$ cat config.mk
export PLATFORM = sky130hd
export DESIGN_NAME = reg_dump_reader
export DESIGN_NICKNAME = d
export VERILOG_FILES = /design/src/rtl/reg_dump_pkg.sv /design/src/rtl/reg_dump_reader.sv
export SDC_FILE = /design/constraint.sdc
export NUM_CORES = 1
export LEC_CHECK = 0
export CORE_MARGIN = 2
export CORE_UTILIZATION = 46
export CTS_BUF_LIST = sky130_fd_sc_hd__clkbuf_2
export DETAILED_ROUTE_END_ITERATION = 10
export HOLD_SLACK_MARGIN = 0.08
export PLACE_DENSITY = 0.87
export SYNTH_ARGS = -nofsm -noshare
export SYNTH_HDL_FRONTEND = slang
export SYNTH_SLANG_ARGS = --single-unit
export TNS_END_PERCENT = 5
$ cat constraint.sdc
create_clock -name clk -period 7.1 [get_ports clk]
set_clock_uncertainty 0.2 [all_clocks]
set_input_delay 1.065 -clock clk [delete_from_list [all_inputs] [get_ports clk]]
set_output_delay 1.065 -clock clk [all_outputs]
set_load 0.02 [all_outputs]
$ cat src/rtl/reg_dump_pkg.sv
// reg_dump_pkg: FSM state encoding and default widths shared by the register dump reader
package reg_dump_pkg;
  localparam int unsigned DATA_WIDTH_DEF = 32;
  localparam int unsigned ADDR_WIDTH_DEF = 5;
  typedef enum logic [1:0] {
    IDLE = 2'd0,
    READ = 2'd1,
    SEND = 2'd2,
    DONE = 2'd3
  } state_e;
endpackage

$ cat src/rtl/reg_dump_reader.sv
// reg_dump_reader: streams every register of a register file read port out as valid/ready words; optional REG_DUMP_PARITY_EN adds out_parity
module reg_dump_reader
  import reg_dump_pkg::*;
#(
  parameter int unsigned data_width = DATA_WIDTH_DEF,
  parameter int unsigned addr_width = ADDR_WIDTH_DEF
) (
  input  logic                  clk,
  input  logic                  rst_n,
  input  logic                  start,
  output logic [addr_width-1:0] rd_addr,
  input  logic [data_width-1:0] rd_data,
  output logic                  out_valid,
  input  logic                  out_ready,
  output logic [data_width-1:0] out_data,
  output logic [addr_width-1:0] out_addr,
  output logic                  out_last,
  output logic                  busy,
`ifdef REG_DUMP_PARITY_EN
  output logic                  out_parity,
`endif
  output logic                  done
);
  localparam logic [addr_width-1:0] LAST_ADDR = '1;
  state_e state_q, state_d;
  logic [addr_width-1:0] cnt_q, cnt_d;
  logic [addr_width-1:0] addr_q, addr_d;
  logic [data_width-1:0] data_q, data_d;
  // next state, counter and capture registers; the counter stops at the last address and is cleared on the way back to IDLE
  always_comb begin
    state_d = state_q;
    cnt_d   = cnt_q;
    addr_d  = addr_q;
    data_d  = data_q;
    case (state_q)
      IDLE: if (start) begin
        state_d = READ;
        cnt_d   = '0;
      end
      READ: begin
        data_d  = rd_data;
        addr_d  = cnt_q;
        state_d = SEND;
      end
      SEND: if (out_ready) begin
        if (cnt_q == LAST_ADDR) state_d = DONE;
        else begin
          cnt_d   = cnt_q + addr_width'(1);
          state_d = READ;
        end
      end
      DONE: begin
        state_d = IDLE;
        cnt_d   = '0;
      end
      default: state_d = IDLE;
    endcase
  end
  // state and captured word, cleared asynchronously so outputs drop to zero at once
  always_ff @(posedge clk or negedge rst_n) begin
    if (!rst_n) begin
      state_q <= IDLE;
      cnt_q   <= '0;
      addr_q  <= '0;
      data_q  <= '0;
    end else begin
      state_q <= state_d;
      cnt_q   <= cnt_d;
      addr_q  <= addr_d;
      data_q  <= data_d;
    end
  end
  assign rd_addr   = cnt_q;
  assign out_valid = state_q == SEND;
  assign out_data  = data_q;
  assign out_addr  = addr_q;
  assign out_last  = (state_q == SEND) && (addr_q == LAST_ADDR);
  assign busy      = (state_q == READ) || (state_q == SEND);
  assign done      = state_q == DONE;
`ifdef REG_DUMP_PARITY_EN
  logic par_q, par_d;
  // parity is captured with the data word so both stay stable together under backpressure
  always_comb par_d = (state_q == READ) ? ^rd_data : par_q;
  // parity register
  always_ff @(posedge clk or negedge rst_n) begin
    if (!rst_n) par_q <= 1'b0;
    else        par_q <= par_d;
  end
  assign out_parity = par_q;
`endif
endmodule
Yosys cells after proc, flatten, opt, wreduce, memory -nomap -nowiden
Index checks and enable logic that the tools add are counted.
Word-level totals
  register bits after elaboration: 44
  bits of input ports: 36
  output and inout bits: 46
  logic and storage cells: 27
Operators by class
  $add $sub $neg: 1
  equality and inequality tests: 8
  muxes and demuxes: 8
  reductions and logical operators: 6
Operators with widths (number)
  $mux W5: 3
  $pmux W5 S3: 1
  $eq A5 B5 Y1 const B: 2
  $pmux W2 S4: 1
  $mux W2: 3
  $add A5 B1 Y5 const B: 1
  $eq A2 B2 Y1 const B: 2
  $ne A2 B2 Y1 const B: 2
  $reduce_and A4 Y1: 1
  $reduce_bool A3 Y1: 1
  $eq A2 B1 Y1 const B: 1
  $logic_not A2 Y1: 1
  $ne A2 B1 Y1 const B: 1
  $reduce_and A2 Y1: 1
  $logic_and A1 B1 Y1: 1
  $logic_or A1 B1 Y1: 1

Depth between registers and ports, before layout
  depth in word-level cells: 4
  depth in mapped cells: 8

Worst setup path after synthesis
Ideal clock, no wire load.
  path kind: reg-to-output
  from: reg state_q[0]
  to: out out_last
  data arrival time: 1.354 ns
  data required time: 5.835 ns
  slack: 4.481 ns
  stages on the path, launching flop included: 6
  path through: dfrtp_1 > inv_1 > ha_1 > buf_4 > nand2_1 > nor2_1
On the way
  cells in the longest elaborated chain, start to end: 2
Ends and longest elaborated chain
  from (decl): RTL line reg_dump_reader.sv:25  | state_e state_q, state_d;
  from (signal assigned): RTL line reg_dump_reader.sv:67  | state_q <= state_d;
  $eq A2 B2 Y1
  net out_valid: RTL line reg_dump_reader.sv:13  | output logic out_valid,
  $logic_and A1 B1 Y1: RTL line reg_dump_reader.sv:77  | assign out_last = (state_q == SEND) && (addr_q == LAST_ADDR);
  to (decl): RTL line reg_dump_reader.sv:17  | output logic out_last,
The timed path passes the listed nets, and every way through them passes these cells.

Final worst setup path
  from: reg state_q[0]
  to: out out_last
On the way
  cells in the longest elaborated chain, start to end: 2
Ends and longest elaborated chain (RTL line)
  $eq A2 B2 Y1: reg_dump_reader.sv:77
  $logic_and A1 B1 Y1: reg_dump_reader.sv:77
No other way between the ends.

==> impl_metrics.csv <==
group,metric,value,unit
timing,finalMaxSlewViolations,0,
logic_synthesis,netlist_area,1820,um2
final_layout,fin_util,71.9,%
routing,wl_per_cell,15.3,um
setup_path,timing.rr.start,"rd_addr[0]$_DFFE_PN0P_",
setup_path,reg2reg_slack,4.60,ns
clock_network,cts.sinks,44,
timing,setup_tns,0,ns
timing,min_period,3.44,ns
logic_synthesis,synth_most_common_cell,"dfrtp_1",
logic_synthesis,synth_xor_area_share,0,%
clock_network,clk_pin_slew,0.19,ns
status,status,"complete, no violations",
setup_path,worstRegToRegCells,7,
pwr,comb_power_share,55.8,%
die,die_area,4480,um2
die,die_x,66.9,um
logic_synthesis,synthAdderAreaFrac,4.81,%
setup_path,r2r-end,"rd_addr[3]$_DFFE_PN0P_",
die,initial_core_util,48.7,%
final_layout,fin_nets,253,
worst_hold_path,min_to,"out_data[24]$_DFFE_PN0N_",
routing,dr.pass1.iters,4,
grt,grt-ovfl-total,0,
pwr,fin_total_pwr,1170,uW
logic_synthesis,synth_top_family_by_area,"multiplexers",
logic_synthesis,syn_inst,127,
clock_network,cts_inserted_buffers,5,
timing,hold_violations,0,
grt,grt_pass1_vias,1362,
timing,period_share,48.4,%
worst_hold_path,hold_class,"flip-flop to flip-flop",
logic_synthesis,synth_top_area_share,60.4,%
die,rows,22,
setup_path,cp-startpoint,"state_q[0]$_DFFE_PN0P_",
grt,track_usage,19.2,%
final_layout,area_delta_synth_final,47.8,%
setup_path,end_kind,"output pin",
pwr,pwr-share-seq,36.1,%
timing,fmax,291,MHz
placement,place.gp.congestion,0.774,
routing,via_per_inst,5.01,
setup_path,cp-start-kind,"flip-flop",
pwr,internal_power,731,uW
logic_synthesis,syn_nets,170,
grt,antenna_found_initial,0,
job,maxCapViolCount,0,
logic_synthesis,yosys.area.top_type,"dfrtp_1",
logic_synthesis,ys_ff_latch,44,
clock_network,clk_latency,0.39,ns
grt,grt_pass1_wl,6300,um
grt,grt_max_degree,45,
die,die_h,66.9,um
logic_synthesis,synth.avg_cell_area,14.3,um2
clock_network,hold_buffers,0,
logic_synthesis,muxShareOfSynthArea,22.9,%
logic_synthesis,synth-seq-area-share,60.4,%
timing,rsz0062_at_grt,"no",
setup_path,path_max_fanout,13,
setup_path,crit_type,"flip-flop to output pin",
pwr,netSwitchingPower,443,uW
clock_network,root_buffer,"clkbuf_2",
logic_synthesis,synth_edf_count,0,
final_layout,nFillCells,253,
routing,vias,1293,
pwr,max-vdd-ir-drop,0.271,mV
die,core_region_area,3740,um2
pwr,p_per_area,436,nW/um2
timing,tightest_slew,0.934,ns
setup_path,crit_required,5.83,ns
pwr,p_leak,0.00117,uW
setup_path,critPathArrivalTime,2.17,ns
logic_synthesis,yosysUniqueCellTypes,24,
logic_synthesis,synthArstFlopShare,100,%
clock_network,cts_setup_buffers,0,
logic_synthesis,synth_warnings,0,
placement,placed_cells,251,
pwr,p_clk_share,8.1,%
worst_hold_path,worstHoldStart,"out_data[24]$_DFFE_PN0N_",
clock_network,clock_path_buffers,2,
logic_synthesis,synth_commonest_cells,"44 x dfrtp_1, 37 x mux2_2, 8 x nand2_1",
routing,drc,0,
final_layout,diodes,0,
final_layout,final_cells,258,
timing,relSlewSlack,37.7,%
pwr,switching_share,37.7,%
routing,dr.first_iter.drc_count,42,
logic_synthesis,synth-main-ff-cell,"dfrtp_1",
final_layout,drive_gt1_share,22.4,%
clock_network,htreeDepth,2,
placement,hpwl,2970,um
placement,numPortBuffers,81,
logic_synthesis,synth_compound_area_share,3.30,%
logic_synthesis,yosys.area_share.simple,5.91,%
clock_network,cts_tree,"done",
routing,ant_nets,0,
logic_synthesis,synthTopCellsByArea,"dfrtp_1 60%, mux2_2 23%, ha_1 4.8%",
die,io_pins,82,
routing,drt_wl_total,3960,um
worst_hold_path,whs_path_depth,1,
timing,setup_viol,0,
clock_network,cts_resized,0,
==> worst max path at each step <==
stage,to,slack (ns),depth (start not counted)
2_1_floorplan,out_last,4.48,5
3_3_place_gp,out_last,4.17,5
3_5_place_dp,out_last,4.10,5
4_1_cts,out_last,3.64,5
5_1_grt,out_last,3.41,5
6_report,out_last,3.66,5
==> routing by layer <==
metal  global-route usage, %  part of all wire, %  up-vias
li1                        -                    -      603
met1                    22.0                   40      613
met2                    32.9                   48       70
met3                    7.94                   10        7
met4                    5.10                  1.4        0
met5                       0                    0        -
==> logic make-up after synthesis <==
logic type | Yosys count
flip-flops | 44
multiplexers | 37
AND/OR/NAND/NOR | 21
AO/OA/AOI/OAI | 9
buffers and inverters | 9
adder cells (fa/ha/maj) | 7
==> state kept, by name, indices dropped and copies added (netlist names) <==
register  cells
out_data     32
out_addr      5
rd_addr       5
state_q       2
==> through the flow <==
stage	setup WS, ns	cell area (um2)	hold WS, ns
floorplan	4.48	1820	0.328
global placement	4.17	2660	0.288
detailed placement	4.10	2660	0.295
global route	3.41	2690	0.358
finish	3.66	2690	0.332
CTS	3.64	2690	0.335
==> final cells by class <==
cell class | instances | area (um2) | share of cell area, %
tap | 48 | 60.1 | 2.23
multi-input combinational | 74 | 672 | 25.0
clock buffer | 6 | 30.0 | 1.12
clock inverter | 1 | 5.00 | 0.186
timing repair buffer | 82 | 813 | 30.2
inverter | 3 | 11.3 | 0.418
sequential | 44 | 1100 | 40.9
==> cells in the final DEF, fill, tap and decap left out <==
cell              n
clkdlybuf4s50_1  80
dfrtp_1          44
mux2_2           37
nand2_1           8
ha_1              7
clkbuf_2          6
inv_1             3
o21ai_0           3
nand3_1           3
nor2_1            2
nand2b_1          2
a21oi_1           2
and3_1            1
nand4_1           1
nor2b_1           1
a211o_1           1
o22a_1            1
or4b_1            1
and3b_1           1
nor3_1            1
a211o_2           1
a211oi_1          1
clkinv_2          1
buf_2             1
buf_4             1
==> power by group through the flow <==
stage	clock [uW]	sequential, uW	combinational, uW
after floorplan	0	549	257
after global placement	0	421	643
after detailed placement	0	432	662
after CTS	99.0	426	664
after global routing	115	441	700
final	95.0	424	656
==> worst max-delay path, cell delays in order, from the launching register on <==
cell and delay (ns):
dfrtp_1 0.48, inv_1 0.11, ha_1 0.40, nand2_1 0.09, nor2_1 0.11, clkdlybuf4s50_1 0.61
Note: power is estimated with default switching activity, not from simulation.
